==> config.mk <==
export PLATFORM = sky130hd
export DESIGN_NAME = mips_mmio_display
export DESIGN_NICKNAME = d
export VERILOG_FILES = /design/src/rtl/mips_mmio_display.sv
export SDC_FILE = /design/constraint.sdc
export NUM_CORES = 1
export LEC_CHECK = 0
export CAP_MARGIN = 10
export CORE_MARGIN = 3
export CORE_UTILIZATION = 35
export DETAILED_ROUTE_END_ITERATION = 6
export PLACE_DENSITY = 0.63
export SLEW_MARGIN = 20
export SYNTH_ARGS = -nofsm -noshare
export SYNTH_HDL_FRONTEND = slang
export SYNTH_SLANG_ARGS = --single-unit
==> constraint.sdc <==
create_clock -name clk -period 7.4 [get_ports clk]
set_input_delay 1.48 -clock clk [delete_from_list [all_inputs] [get_ports clk]]
set_output_delay 1.48 -clock clk [all_outputs]
set_load 0.03 [all_outputs]
==> src/rtl/mips_mmio_display.sv <==
// Memory-mapped LED / 4-digit 7-segment display controller on the MIPS data bus.
// Decodes stores into a 16-byte I/O window and time-multiplexes the digits.
module mips_mmio_display #(
  parameter logic [31:0] IO_BASE     = 32'hFFFF_0000,
  parameter int unsigned REFRESH_DIV = 100000
) (
  input  logic        clk,
  input  logic        rst_n,
  input  logic        MemWrite,
  input  logic [31:0] MemAddr,
  input  logic [31:0] MemWData,
  output logic        io_sel,
  output logic [31:0] io_rdata,
  output logic [7:0]  HEX,
  output logic [3:0]  HEX_DIGIT,
  output logic [9:0]  LED
);

  localparam int unsigned PW = (REFRESH_DIV > 2) ? $clog2(REFRESH_DIV) : 1;
  localparam logic [PW-1:0] PrescLast = PW'(REFRESH_DIV - 1);

  logic [9:0]    led_q;
  logic [15:0]   hexval_q;
  logic [7:0]    ctrl_q;
  logic [31:0]   tick_q;
  logic [PW-1:0] presc_q;
  logic [1:0]    scan_q;
  logic [7:0]    hex_q, hex_d;
  logic [3:0]    digit_q, digit_d;

  logic       wr;
  logic       term;
  logic [3:0] nibble;

  logic unused_bits;
  assign unused_bits = ^{MemWData[31:16], MemAddr[1:0]};

  assign io_sel = (MemAddr[31:4] == IO_BASE[31:4]);
  assign wr     = MemWrite && io_sel;
  assign term   = (presc_q == PrescLast);
  assign LED    = led_q;
  assign HEX    = hex_q;
  assign HEX_DIGIT = digit_q;

  // Segment pattern {g..a}, active-low.
  function automatic logic [6:0] seg7(input logic [3:0] n);
    logic [6:0] s;
    case (n)
      4'h0: s = 7'h40;
      4'h1: s = 7'h79;
      4'h2: s = 7'h24;
      4'h3: s = 7'h30;
      4'h4: s = 7'h19;
      4'h5: s = 7'h12;
      4'h6: s = 7'h02;
      4'h7: s = 7'h78;
      4'h8: s = 7'h00;
      4'h9: s = 7'h10;
      4'hA: s = 7'h08;
      4'hB: s = 7'h03;
      4'hC: s = 7'h46;
      4'hD: s = 7'h21;
      4'hE: s = 7'h06;
      default: s = 7'h0E;
    endcase
    return s;
  endfunction

  always_comb begin
    io_rdata = '0;
    if (io_sel) begin
      case (MemAddr[3:2])
        2'd0:    io_rdata = {22'b0, led_q};
        2'd1:    io_rdata = {16'b0, hexval_q};
        2'd2:    io_rdata = {24'b0, ctrl_q};
        default: io_rdata = tick_q;
      endcase
    end
  end

  always_comb begin
    nibble  = hexval_q[4*scan_q +: 4];
    hex_d   = 8'hFF;
    digit_d = 4'hF;
    if (ctrl_q[scan_q]) begin
      digit_d         = ~(4'b0001 << scan_q);
      hex_d           = {~ctrl_q[4 + scan_q], seg7(nibble)};
    end
  end

  always_ff @(posedge clk or negedge rst_n) begin
    if (!rst_n) begin
      led_q    <= '0;
      hexval_q <= '0;
      ctrl_q   <= 8'h0F;
      tick_q   <= '0;
      presc_q  <= '0;
      scan_q   <= '0;
      hex_q    <= 8'hFF;
      digit_q  <= 4'hF;
    end else begin
      hex_q   <= hex_d;
      digit_q <= digit_d;
      presc_q <= term ? '0 : presc_q + 1'b1;
      if (term) scan_q <= scan_q + 2'd1;
      // A store to TICK overrides a same-edge increment.
      if (wr && MemAddr[3:2] == 2'd3) tick_q <= '0;
      else if (term)                  tick_q <= tick_q + 32'd1;
      if (wr && MemAddr[3:2] == 2'd0) led_q    <= MemWData[9:0];
      if (wr && MemAddr[3:2] == 2'd1) hexval_q <= MemWData[15:0];
      if (wr && MemAddr[3:2] == 2'd2) ctrl_q   <= MemWData[7:0];
    end
  end

endmodule

# == Yosys cells after proc, flatten, opt, wreduce, memory -nomap -nowiden ==
# Memory sizes are Yosys's and may differ from the RTL's.
# Cells that the tools add are included.
# word_totals
regBits,97
rom_bits,112
in_bits,67
out_inout_bits,55
elab_cells,42
mem_count,1
# op_classes
add_sub_neg,4
n_lt_le_gt_ge,2
eq_ne,5
shifts,2
mux,11
n_bitwise,2
reduce_logical,7
# mem_list
memory,depth,width,rd,rd_ports_with_merged_regs,write_ports,line,text
(no name shown),16,7,1,0,0,48,case (n)
# ops
op,n
$mux W32,3
$pmux W32 S3,1
$add A32 B1 Y32 const B,1
$eq A28 B28 Y1 const B,1
$add A17 B1 Y17 const B,1
$eq A17 B17 Y1 const B,1
$mux W17,1
$shiftx A16 B5 Y4,1
$mux W8,1
$logic_and A1 B1 Y1,5
$add A3 B2 Y4 const A,1
$eq A2 B2 Y1 const B,2
$lt A2 B4 Y1 const B,1
$lt A4 B4 Y1 const B,1
$mux W4,1
$not A4 Y4,1
$shl A1 B2 Y4 const A,1
$bmux W1 S3,1
$add A2 B1 Y2 const B,1
$bmux W1 S2,1
$eq A2 B1 Y1 const B,1
$logic_not A2 Y1,1
$mux W1,2
$reduce_bool A2 Y1,1
$not A1 Y1,1

# == Longest topological paths before layout ==
# depth
depth_word,5
depth_mapped,8
mapped_depth_nobuf,7

# == Worst setup path after synthesis ==
# OpenSTA, ideal clock, no wires.
# synth_timing
path_kind,input-to-output
from,input port MemAddr[13]
to,output port io_rdata[21]
arrival_ps,3462
required_time_ps,5920
setup_slack_ps,2458
path_stages,5
path_buffers,1
path_cell_list,or4b_4 -> nor4_4 -> nand3_1 -> clkbuf_1 -> nor3_1
# synth_between
elab_chain_cells,2
# synth_lines
item,line,text
"start, declared",10,"input logic [31:0] MemAddr,"
$eq A28 B28 Y1,38,assign io_sel = (MemAddr[31:4] == IO_BASE[31:4]);
$mux W32,71,if (io_sel) begin
"end, declared",13,"output logic [31:0] io_rdata,"
# No other way between the ends.

# == Final worst setup path ==
# layout_timing
from,input port MemAddr[13]
to,output port io_rdata[17]
# Same word-level chain as after synthesis.

==> flow_metrics.env <==
export IMPL_layout_min_cycle_time_ps=6020
export IMPL_antenna_found_initial=0
export IMPL_status="completed"
export IMPL_cap_violations=0
export IMPL_initial_core_util_pct=36.0
export IMPL_clock_latency_ps=350
export IMPL_post_route_drc_count=0
export IMPL_cp_num_buf_inv=3
export IMPL_holdWs_ps=493
export IMPL_die_y_microns=129
export IMPL_insertedDiodeCount=0
export IMPL_hold_viol=0
export IMPL_postRouteAntennaNets=0
export IMPL_use_met3_pct=2.28
export IMPL_grt_busiest_layer="met2"
export IMPL_wire_per_inst_microns=17.1
export IMPL_drt_wl_total_microns=12800
export IMPL_core_area_sq_mm=0.0146
export IMPL_gp_congestion=0.827
export IMPL_fmaxAchievable_ghz=0.166
export IMPL_finClkSkew_ps=10.2
export IMPL_die_width_microns=129
export IMPL_gr_usage_met1_pct=20.3
export IMPL_cp_top_family="simple AND/OR/NAND/NOR gates"
export IMPL_drt_pass1_iterations=4
export IMPL_cts_sinks=97
export IMPL_grt_use_total_pct=15.7
export IMPL_power_leakage_nw=2.78
export IMPL_clk_pin_slew_ps=60
export IMPL_grt_max_degree=69
export IMPL_vias=3930
export IMPL_cts_setup_buffers=0
export IMPL_crit_required_ps=5920
export IMPL_startpoint_type="input port"
export IMPL_power_density_mw_per_mm2=153
export IMPL_hold_class="reg2reg"
export IMPL_numCtsBuffers=9
export IMPL_end_kind="output port"
export IMPL_cts_buffer_depth=2
export IMPL_drtIter0Drc=288
export IMPL_dp_hpwl_microns=9400
export IMPL_async_flop_share_pct=100
export IMPL_syn_area_sq_mm=0.00527
export IMPL_cts_resized=0
export IMPL_cp_arrival_ps=4540
export IMPL_io_pins=122
export IMPL_r2r_setup_slack_ps=4860
export IMPL_yosysUniqueCellTypes=47
export IMPL_cp_slowest_cell="clkdlybuf4s50_1"
export IMPL_cts_tree="built"
export IMPL_met2_usage_pct=27.0
export IMPL_areaGrowthSynthToFinish_pct=27.5
export IMPL_crit_top_cell="clkdlybuf4s50_1"
export IMPL_syn_num_nets=548
export IMPL_cp_max_fo=16
export IMPL_rsz0062_at_grt="no"
export IMPL_synth_ff_type="dfrtp_1"
export IMPL_nNetsFinal=642
export IMPL_max_vdd_ir_drop_mv=0.118
export IMPL_dieArea_sq_mm=0.0166
export IMPL_fin_ws_ps=1380
export IMPL_holdBufCountCts=0
export IMPL_path_cells="clkdlybuf4s50_1, or4b_4, nor4_4, nand3_1, buf_4, nor2_1, and2_1, clkdlybuf4s50_1"
export IMPL_syn_area_per_cell_sq_um=11.2
export IMPL_crit_type="in2out"
export IMPL_cpPeakStageDelay_ps=680
export IMPL_grt_pass1_wl_microns=20600
export IMPL_synthCells=469
export IMPL_setup_violations_final=0
export IMPL_yosysWarnings=0
export IMPL_synth_edf_count=0
export IMPL_slew_headroom_pct=35.8
export IMPL_rows=44
export IMPL_fin_tns_setup_ps=0
export IMPL_yosysSeqAreaShare_pct=46.4
export IMPL_grt_pass1_vias=3982
export IMPL_drive_gt1_share_pct=15.0
export IMPL_ys_ff_latch=97
export IMPL_h_tree_depth=3
export IMPL_place_ws_ps=1300
export IMPL_port_buffers=103
export IMPL_period_share_pct=81.4
export IMPL_overflow=0
export IMPL_p_total_mw=1.03
export IMPL_slew_violations=0
export IMPL_via_per_inst=5.23
export IMPL_cts_root_buf="clkbuf_16"
export IMPL_worstMarginPinSlew_ps=964
-- synthesized netlist by cell type, types with 2 or more instances --
master	count	area share, %
mux2_4	20	5.7
xor2_1	19	3.2
o21ai_0	5	0.47
or3_1	6	0.71
or4_1	10	1.4
a31oi_1	2	0.24
o211ai_1	4	0.57
inv_1	13	0.93
nand2b_1	4	0.47
mux4_2	14	6.0
o31ai_1	9	1.3
nand2_1	28	2.0
and3_1	3	0.36
nor4b_1	2	0.33
nor2b_1	10	1.2
mux2_1	3	0.64
or2_2	2	0.24
nor4bb_1	2	0.38
mux2_2	11	2.3
clkbuf_1	16	1.1
buf_6	2	0.43
and2_1	16	1.9
nand3_1	16	1.5
ha_1	12	2.8
dfstp_2	16	8.0
nand4_1	17	2.0
o221ai_1	3	0.50
nor4_1	5	0.59
and4_1	9	1.5
buf_1	5	0.36
a21oi_1	12	1.1
nor2_1	46	3.3
mux2i_1	11	2.1
nor3_1	7	0.66
xnor2_1	17	2.8
dfrtp_1	81	38
-- layout by cell type, fill, tap and decap left out, types with 9 or more instances in the layout --
| cell type | count |
|---|---|
| nand4_1 | 17 |
| clkdlybuf4s50_1 | 102 |
| dfstp_2 | 16 |
| or4_1 | 10 |
| xor2_1 | 19 |
| mux2_2 | 11 |
| dfrtp_1 | 81 |
| nor2_1 | 46 |
| mux4_2 | 14 |
| clkbuf_16 | 9 |
| ha_1 | 12 |
| nand3_1 | 16 |
| inv_1 | 13 |
| and2_1 | 16 |
| mux2i_1 | 11 |
| mux2_4 | 20 |
| o31ai_1 | 9 |
| and4_1 | 9 |
| xnor2_1 | 17 |
| nand2_1 | 28 |
| a21oi_1 | 12 |
| nor2b_1 | 10 |
-- where the power goes --
part | switching, mW | internal, mW | total (mW) | leakage (nW)
Combinational | 0.0219 | 0.0300 | 0.0519 | 1.53
Sequential | 0.0000000230 | 0.531 | 0.531 | 1.12
Clock | 0.191 | 0.256 | 0.447 | 0.137
-- sequential cells by signal (all words and copies together) (netlist names) --
signal	cells
LED	10
ctrl_q	8
hexval_q	16
HEX_DIGIT	4
scan_q	2
tick_q	32
presc_q	17
HEX	8
-- worst paths after layout --
kind,startpoint,to,cells after the start
hold reg to reg,presc_q[0],presc_q[0],1
setup reg to reg,presc_q[12],tick_q[26],5
min in group asynchronous,rst_n,LED[4],1
hold / removal,presc_q[0],presc_q[0],1
max in group asynchronous,rst_n,tick_q[12],2
setup / recovery,MemAddr[13],io_rdata[17],8
-- stage by stage --
| stage | area [sq um] | util (%) | instances |
|---|---|---|---|
| floorplan | 5270 | - | 469 |
| global placement | 6440 | 44.0 | 736 |
| detailed placement | 6440 | 44.0 | 736 |
| CTS | 6720 | 45.9 | 752 |
| global route | 6720 | 45.9 | 752 |
| finish | 6720 | 45.9 | 752 |
-- area by class of cell --
cell class              count  area [sq um]
repair buffers            108          1070
fillers                  1303          7920
clock buffers              16           282
multi-input cells         334          2650
inverters                  13          48.8
flip-flops and latches     97          2450
well taps                 184           230
-- metal layers --
| metal | up-vias | share of wire (%) |
|---|---|---|
| met1 | 1972 | 44 |
| li1 | 1874 | - |
| met2 | 73 | 51 |
| met3 | 11 | 3.4 |
| met5 | - | 0 |
| met4 | 0 | 1.5 |
-- cells by family (layout without fill, tap and decap cells) --
kind of cell	count (synthesis)	after routing	synth area share (%)
XOR/XNOR	36	36	5.98
AO/OA/AOI/OAI	37	37	4.49
adder cells (fa/ha/maj)	12	12	2.85
multiplexers	59	59	16.8
flip-flops	97	97	46.4
buffers and inverters	38	137	3.32
AND/OR/NAND/NOR	190	190	20.2
-- worst reg2reg max path: stages (launching register included) --
cell and delay, ps:
dfrtp_1 400, nor4b_1 410, nand4_1 520, nand2b_1 490
or4_1 470, a21oi_1 170
Power figures use the tool's default switching activity.
==> RTL edit 1, RTL diff (same flow settings) <==
Put one more register stage on the output `LED`, without a reset. The value now appears one clock later. The other outputs are not delayed to match.
--- a/src/rtl/mips_mmio_display.sv
+++ b/src/rtl/mips_mmio_display.sv
@@ -38,7 +38,9 @@
   assign io_sel = (MemAddr[31:4] == IO_BASE[31:4]);
   assign wr     = MemWrite && io_sel;
   assign term   = (presc_q == PrescLast);
-  assign LED    = led_q;
+  always_ff @(posedge clk) begin
+    LED <= led_q;
+  end
   assign HEX    = hex_q;
   assign HEX_DIGIT = digit_q;
 
Behaviour: not the same (Yosys sat finds a counterexample within 4 cycles, from zero or initial values and one cycle with rst_n low).
==> RTL edit 1 against the original RTL <==
Sequential cell count rose by 10; synthesized area increased by 7.4%; design area is 6.6% higher; total power rose by 5.8%; clock power increased by 1%; routed wire length rose by 8.3%; worst hold slack worse by 0.10 ns; critical path type unchanged; global-route usage increased by 0.20 points; setup slack improved by 0.17 ns.
==> RTL edit 1: results (changes against the original RTL) <==
| Metric | Value |
|---|---|
| Run status | `finished clean (unchanged)` |
| M1 WL | `6.13 mm (was 5.60 mm)` |
| Syn_nets | `592 (was 548)` |
| Vias in the first global route | `4386 (was 3982)` |
| Rel. slew slack | `37.3% (was 35.8%)` |
| Worst slack, placed | `1.56 ns (was 1.30 ns)` |
| VDD IR-drop max | `0.000108 V (was 0.000118 V)` |
| Clock skew | `0.00865 ns (was 0.0102 ns)` |
| Leakage | `2.89 nW (was 2.78 nW)` |
| Crit path max fanout | `14 (was 16)` |
| Largest cells by area after synthesis | `dfrtp_1, dfstp_2, mux4_2, mux2_2, mux2i_1 (was dfrtp_1, dfstp_2, mux4_2, mux2_4, nor2_1)` |
| Mux cell area share after synthesis | `17.3% (was 16.8%)` |
| Ys async rst share | `90.7% (was 100%)` |
| Largest net degree at the start of global routing | `63 (was 69)` |
| Area share of fa/ha/maj cells after synthesis | `2.65% (was 2.85%)` |
| Nets | `685 (was 642)` |
| Sequential fraction of the synthesis area | `46.8% (was 46.4%)` |
| Number of synthesis warnings | `0 (unchanged)` |
| Drt first-iter violations | `237 (was 288)` |
| HPWL reported at the end of detailed placement | `10.0 mm (was 9.40 mm)` |
| Xor/xnor share of the synthesized area | `2.48% (was 5.98%)` |
| Layout cells sized above 1 | `15.5% (was 15.0%)` |
| Met2 wire len | `6.83 mm (was 6.60 mm)` |
| Worst Path Arrival | `4.37 ns (was 4.54 ns)` |
| Post-DR vias/cell | `5.41 (was 5.23)` |
| Largest stage delay on the critical path | `0.71 ns (was 0.68 ns)` |
| Most common library cells after synthesis | `dfrtp_1, o21ai_0, mux2_2 (was dfrtp_1, nor2_1, nand2_1)` |
| Tot GR Track Use | `15.9% (was 15.7%)` |
| Total Routed Length | `13.9 mm (was 12.8 mm)` |
| Compound-Gate Fraction of Synth Area | `8.60% (was 4.49%)` |
-- RTL edit 1: cells by family after synthesis --
kind of cell / Yosys count
simple gates: 179
flops: 107
compound gates: 79
mux: 73
buf+inv: 47
xor+xnor: 16
fa+ha+maj: 12
-- RTL edit 1: report_power, final --
part / switching [W] / internal [W] / leakage, nW
clock: 0.000221 / 0.000232 / 0.131
sequential: 0.0000000000166 / 0.000584 / 1.29
combinational: 0.0000237 / 0.0000294 / 1.48
-- RTL edit 1: path summary, 6_finish.rpt --
path / from / end / slack, ns / depth (start not counted)
max: MemAddr[6] / io_rdata[10] / 1.55 / 6
min: led_q[3] / LED[3] / 0.39 / 0
max reg2reg: presc_q[0] / tick_q[5] / 4.72 / 5
min reg2reg: led_q[3] / LED[3] / 0.39 / 0
max in group asynchronous: rst_n / presc_q[9] / 5.17 / 2
min in group asynchronous: rst_n / led_q[9] / 1.07 / 1
-- RTL edit 1: layout make-up --
class | instances | area (um^2)
clock inverter | 6 | 48.8
inverter | 18 | 67.6
fill | 1387 | 8320
timing repair buffer | 111 | 1090
clock buffer | 10 | 229
tap | 211 | 264
sequential | 107 | 2650
multi-input combinational | 359 | 2820
-- RTL edit 1: routing by layer --
layer	GRT usage, %	up-vias
met5	0	-
met4	4.91	0
met3	4.04	15
met2	26.4	110
met1	20.6	2212
li1	-	2110
-- RTL edit 1: stage by stage --
stage          instances  cell area, um^2  hold WS, ns  utilization [%]
4_1_cts              822             7170        0.390             46.3
2_1_floorplan        513             5660        0.358                -
3_3_place_gp         806             6890        0.370             44.5
6_report             822             7170        0.389             46.3
5_1_grt              822             7170        0.402             46.3
3_5_place_dp         806             6890        0.373             44.5
==> RTL edit 2, RTL diff (same settings) <==
Without the edit above. `REFRESH_DIV`: 100000 -> 50000.
--- a/src/rtl/mips_mmio_display.sv
+++ b/src/rtl/mips_mmio_display.sv
@@ -2,7 +2,7 @@
 // Decodes stores into a 16-byte I/O window and time-multiplexes the digits.
 module mips_mmio_display #(
   parameter logic [31:0] IO_BASE     = 32'hFFFF_0000,
-  parameter int unsigned REFRESH_DIV = 100000
+  parameter int unsigned REFRESH_DIV = 50000
 ) (
   input  logic        clk,
   input  logic        rst_n,
Formal check against the unedited RTL: same outputs for any inputs over 10 cycles, from zero or initial values and one cycle with rst_n low; that may be too few to reach the edited logic, so the function may still have changed.
==> RTL edit 2 against the original RTL <==
Design area up 0.22%; critical endpoint is now io_rdata[27]; routed wire length up 2.4%; via count up 3.7%; critical path type unchanged; setup slack better by 0.16 ns; synthesized area down 0.90%; total power down 0.97%; sequential cell count down 1; largest power group unchanged; highest routed layer unchanged; non-clock buffer count up 1; count of clock-buffer cells in the layout down 6; largest cell class unchanged; utilization up 0.28 points.
==> RTL edit 2: results (changes against the original RTL) <==
| Metric | Value |
|---|---|
| CTS Buffer Depth | `2 (unchanged)` |
| Diode count | `0 (unchanged)` |
| HPWL reported at the end of detailed placement | `9.67 mm (was 9.40 mm)` |
| Internal | `0.000787 W (was 0.000817 W)` |
| Largest net degree at the start of global routing | `55 (was 69)` |
| Seq pwr | `0.000525 W (was 0.000531 W)` |
| Clk power | `around 0.00044 W` |
| Vias in the first global route | `4097 (was 3982)` |
| Gpl congestion | `0.815 (was 0.827)` |
| Cells after DPL | `753 (was 736)` |
| First-pass GRT wire length | `21.3 mm (was 20.6 mm)` |
| Sequential fraction of the synthesis area | `46.4% (about the same)` |
| Rel. slew slack | `43.0% (was 35.8%)` |
| Fin cells | `769 (was 752)` |
| Initial antenna violation count | `0 (unchanged)` |
| Filler cells | `1355 (was 1303)` |
| Nets | `659 (was 642)` |
| Worst slack on hold paths | `0.494 ns (was 0.493 ns)` |
| Most common library cells after synthesis | `dfrtp_1, nor2_1, nand2_1 (unchanged)` |
| Clock-pin transition on the worst setup and hold timing paths | `approximately 0.070 ns` |
| Setup ws final | `1.54 ns (was 1.38 ns)` |
| Cts bufs inserted | `9 (unchanged)` |
| Htree depth | `3 (unchanged)` |
| Clock Root Buffer | `clkbuf_16 (unchanged)` |
| Drt first-iter violations | `241 (was 288)` |
| Synth cell types | `45 (was 47)` |
| Psw | `0.000233 W (was 0.000213 W)` |
| Slowest cell on crit path | `nor2_1 (was clkdlybuf4s50_1)` |
| Clock skew | `0.00659 ns (was 0.0102 ns)` |
| Leakage | `2.68 nW (was 2.78 nW)` |
| Run status | `finished clean (unchanged)` |
| Crit path max fanout | `15 (was 16)` |
| Post-CTS sizing | `0 (unchanged)` |
| Post-Syn Instances | `481 (was 469)` |
| Syn_nets | `560 (was 548)` |
| Total Routed Length | `13.1 mm (was 12.8 mm)` |
| Layout cells sized above 1 | `17.1% (was 15.0%)` |
| Largest regs | `tick_q: 32 flops, hexval_q: 16 flops, presc_q: 16 flops (was tick_q: 32 flops, presc_q: 17 flops, hexval_q: 16 flops)` |
| Ys async rst share | `100% (unchanged)` |
| Largest stage delay on the critical path | `0.68 ns (about the same)` |
| Worst Path Arrival | `4.38 ns (was 4.54 ns)` |
| R2R Setup Slk | `4.75 ns (was 4.86 ns)` |
| VDD IR-drop max | `0.000105 V (was 0.000118 V)` |
| Post-DP Area | `6460 um^2 (was 6440 um^2)` |
| Postcts setup bufs | `0 (unchanged)` |
| CP delay by family, top | `simple AND/OR/NAND/NOR gates (unchanged)` |
| Number of synthesis warnings | `0 (unchanged)` |
| Largest cells by area after synthesis | `dfrtp_1, dfstp_2, mux2_2, mux4_2, xnor2_1 (was dfrtp_1, dfstp_2, mux4_2, mux2_4, nor2_1)` |
| Vias post-DR | `4074 (was 3930)` |
| Worst Hold Class | `reg -> reg (unchanged)` |
| Tot GR Track Use | `16.3% (was 15.7%)` |
| Multi-input gate area | `2680 um^2 (was 2650 um^2)` |
## RTL edit 2: changes by cell type after synthesis, moves of 5 or more
cell     unedited run  this run
xor2_1             19         9
nor2b_1            10         5
nor3_1              7        12
and2_1             16        23
xnor2_1            17        22
and3_1              3        10
mux2_4             20         0
nand2_1            28        36
mux2_2             11        35
## RTL edit 2: worst reg2reg max path, delay by kind of cell (launching register included)
| kind | cells | cell delay, ns |
|---|---|---|
| mux | 1 | 0.33 |
| simple gates | 4 | 1.79 |
| flops | 1 | 0.41 |
## RTL edit 2: routing by layer
layer	up-vias	global-route usage (%)	share of wire [%]
met5	-	0	0
met4	0	4.24	1.1
met3	9	3.79	4.7
met2	96	27.9	51
met1	2040	20.9	43
li1	1929	-	-
## RTL edit 2: final timing paths
| kind | from | end | cells after the start |
|---|---|---|---|
| min in group asynchronous | rst_n | hexval_q[10] | 1 |
| min reg2reg | presc_q[15] | presc_q[15] | 1 |
| min | presc_q[15] | presc_q[15] | 1 |
| max | MemAddr[23] | io_rdata[27] | 7 |
| max in group asynchronous | rst_n | hexval_q[6] | 2 |
| max reg2reg | presc_q[11] | tick_q[17] | 5 |
## RTL edit 2: layout make-up
class,instances,share of cell area (%)
clock buffers,10,3.40
clock inverters,6,0.780
inverters,13,0.724
multi-input cells,351,39.8
flip-flops and latches,96,36.0
well taps,184,3.42
repair buffers,109,15.9
## RTL edit 2: logic make-up (layout without fill, tap and decap cells)
logic type | after synthesis | after routing | share of synthesized area [%]
buffers and inverters | 34 | 138 | 2.63
AO/OA/AOI/OAI | 38 | 38 | 4.58
AND/OR/NAND/NOR | 208 | 208 | 22.3
multiplexers | 62 | 62 | 16.1
adder cells (fa/ha/maj) | 12 | 12 | 2.87
XOR/XNOR | 31 | 31 | 5.20
flip-flops | 96 | 96 | 46.4
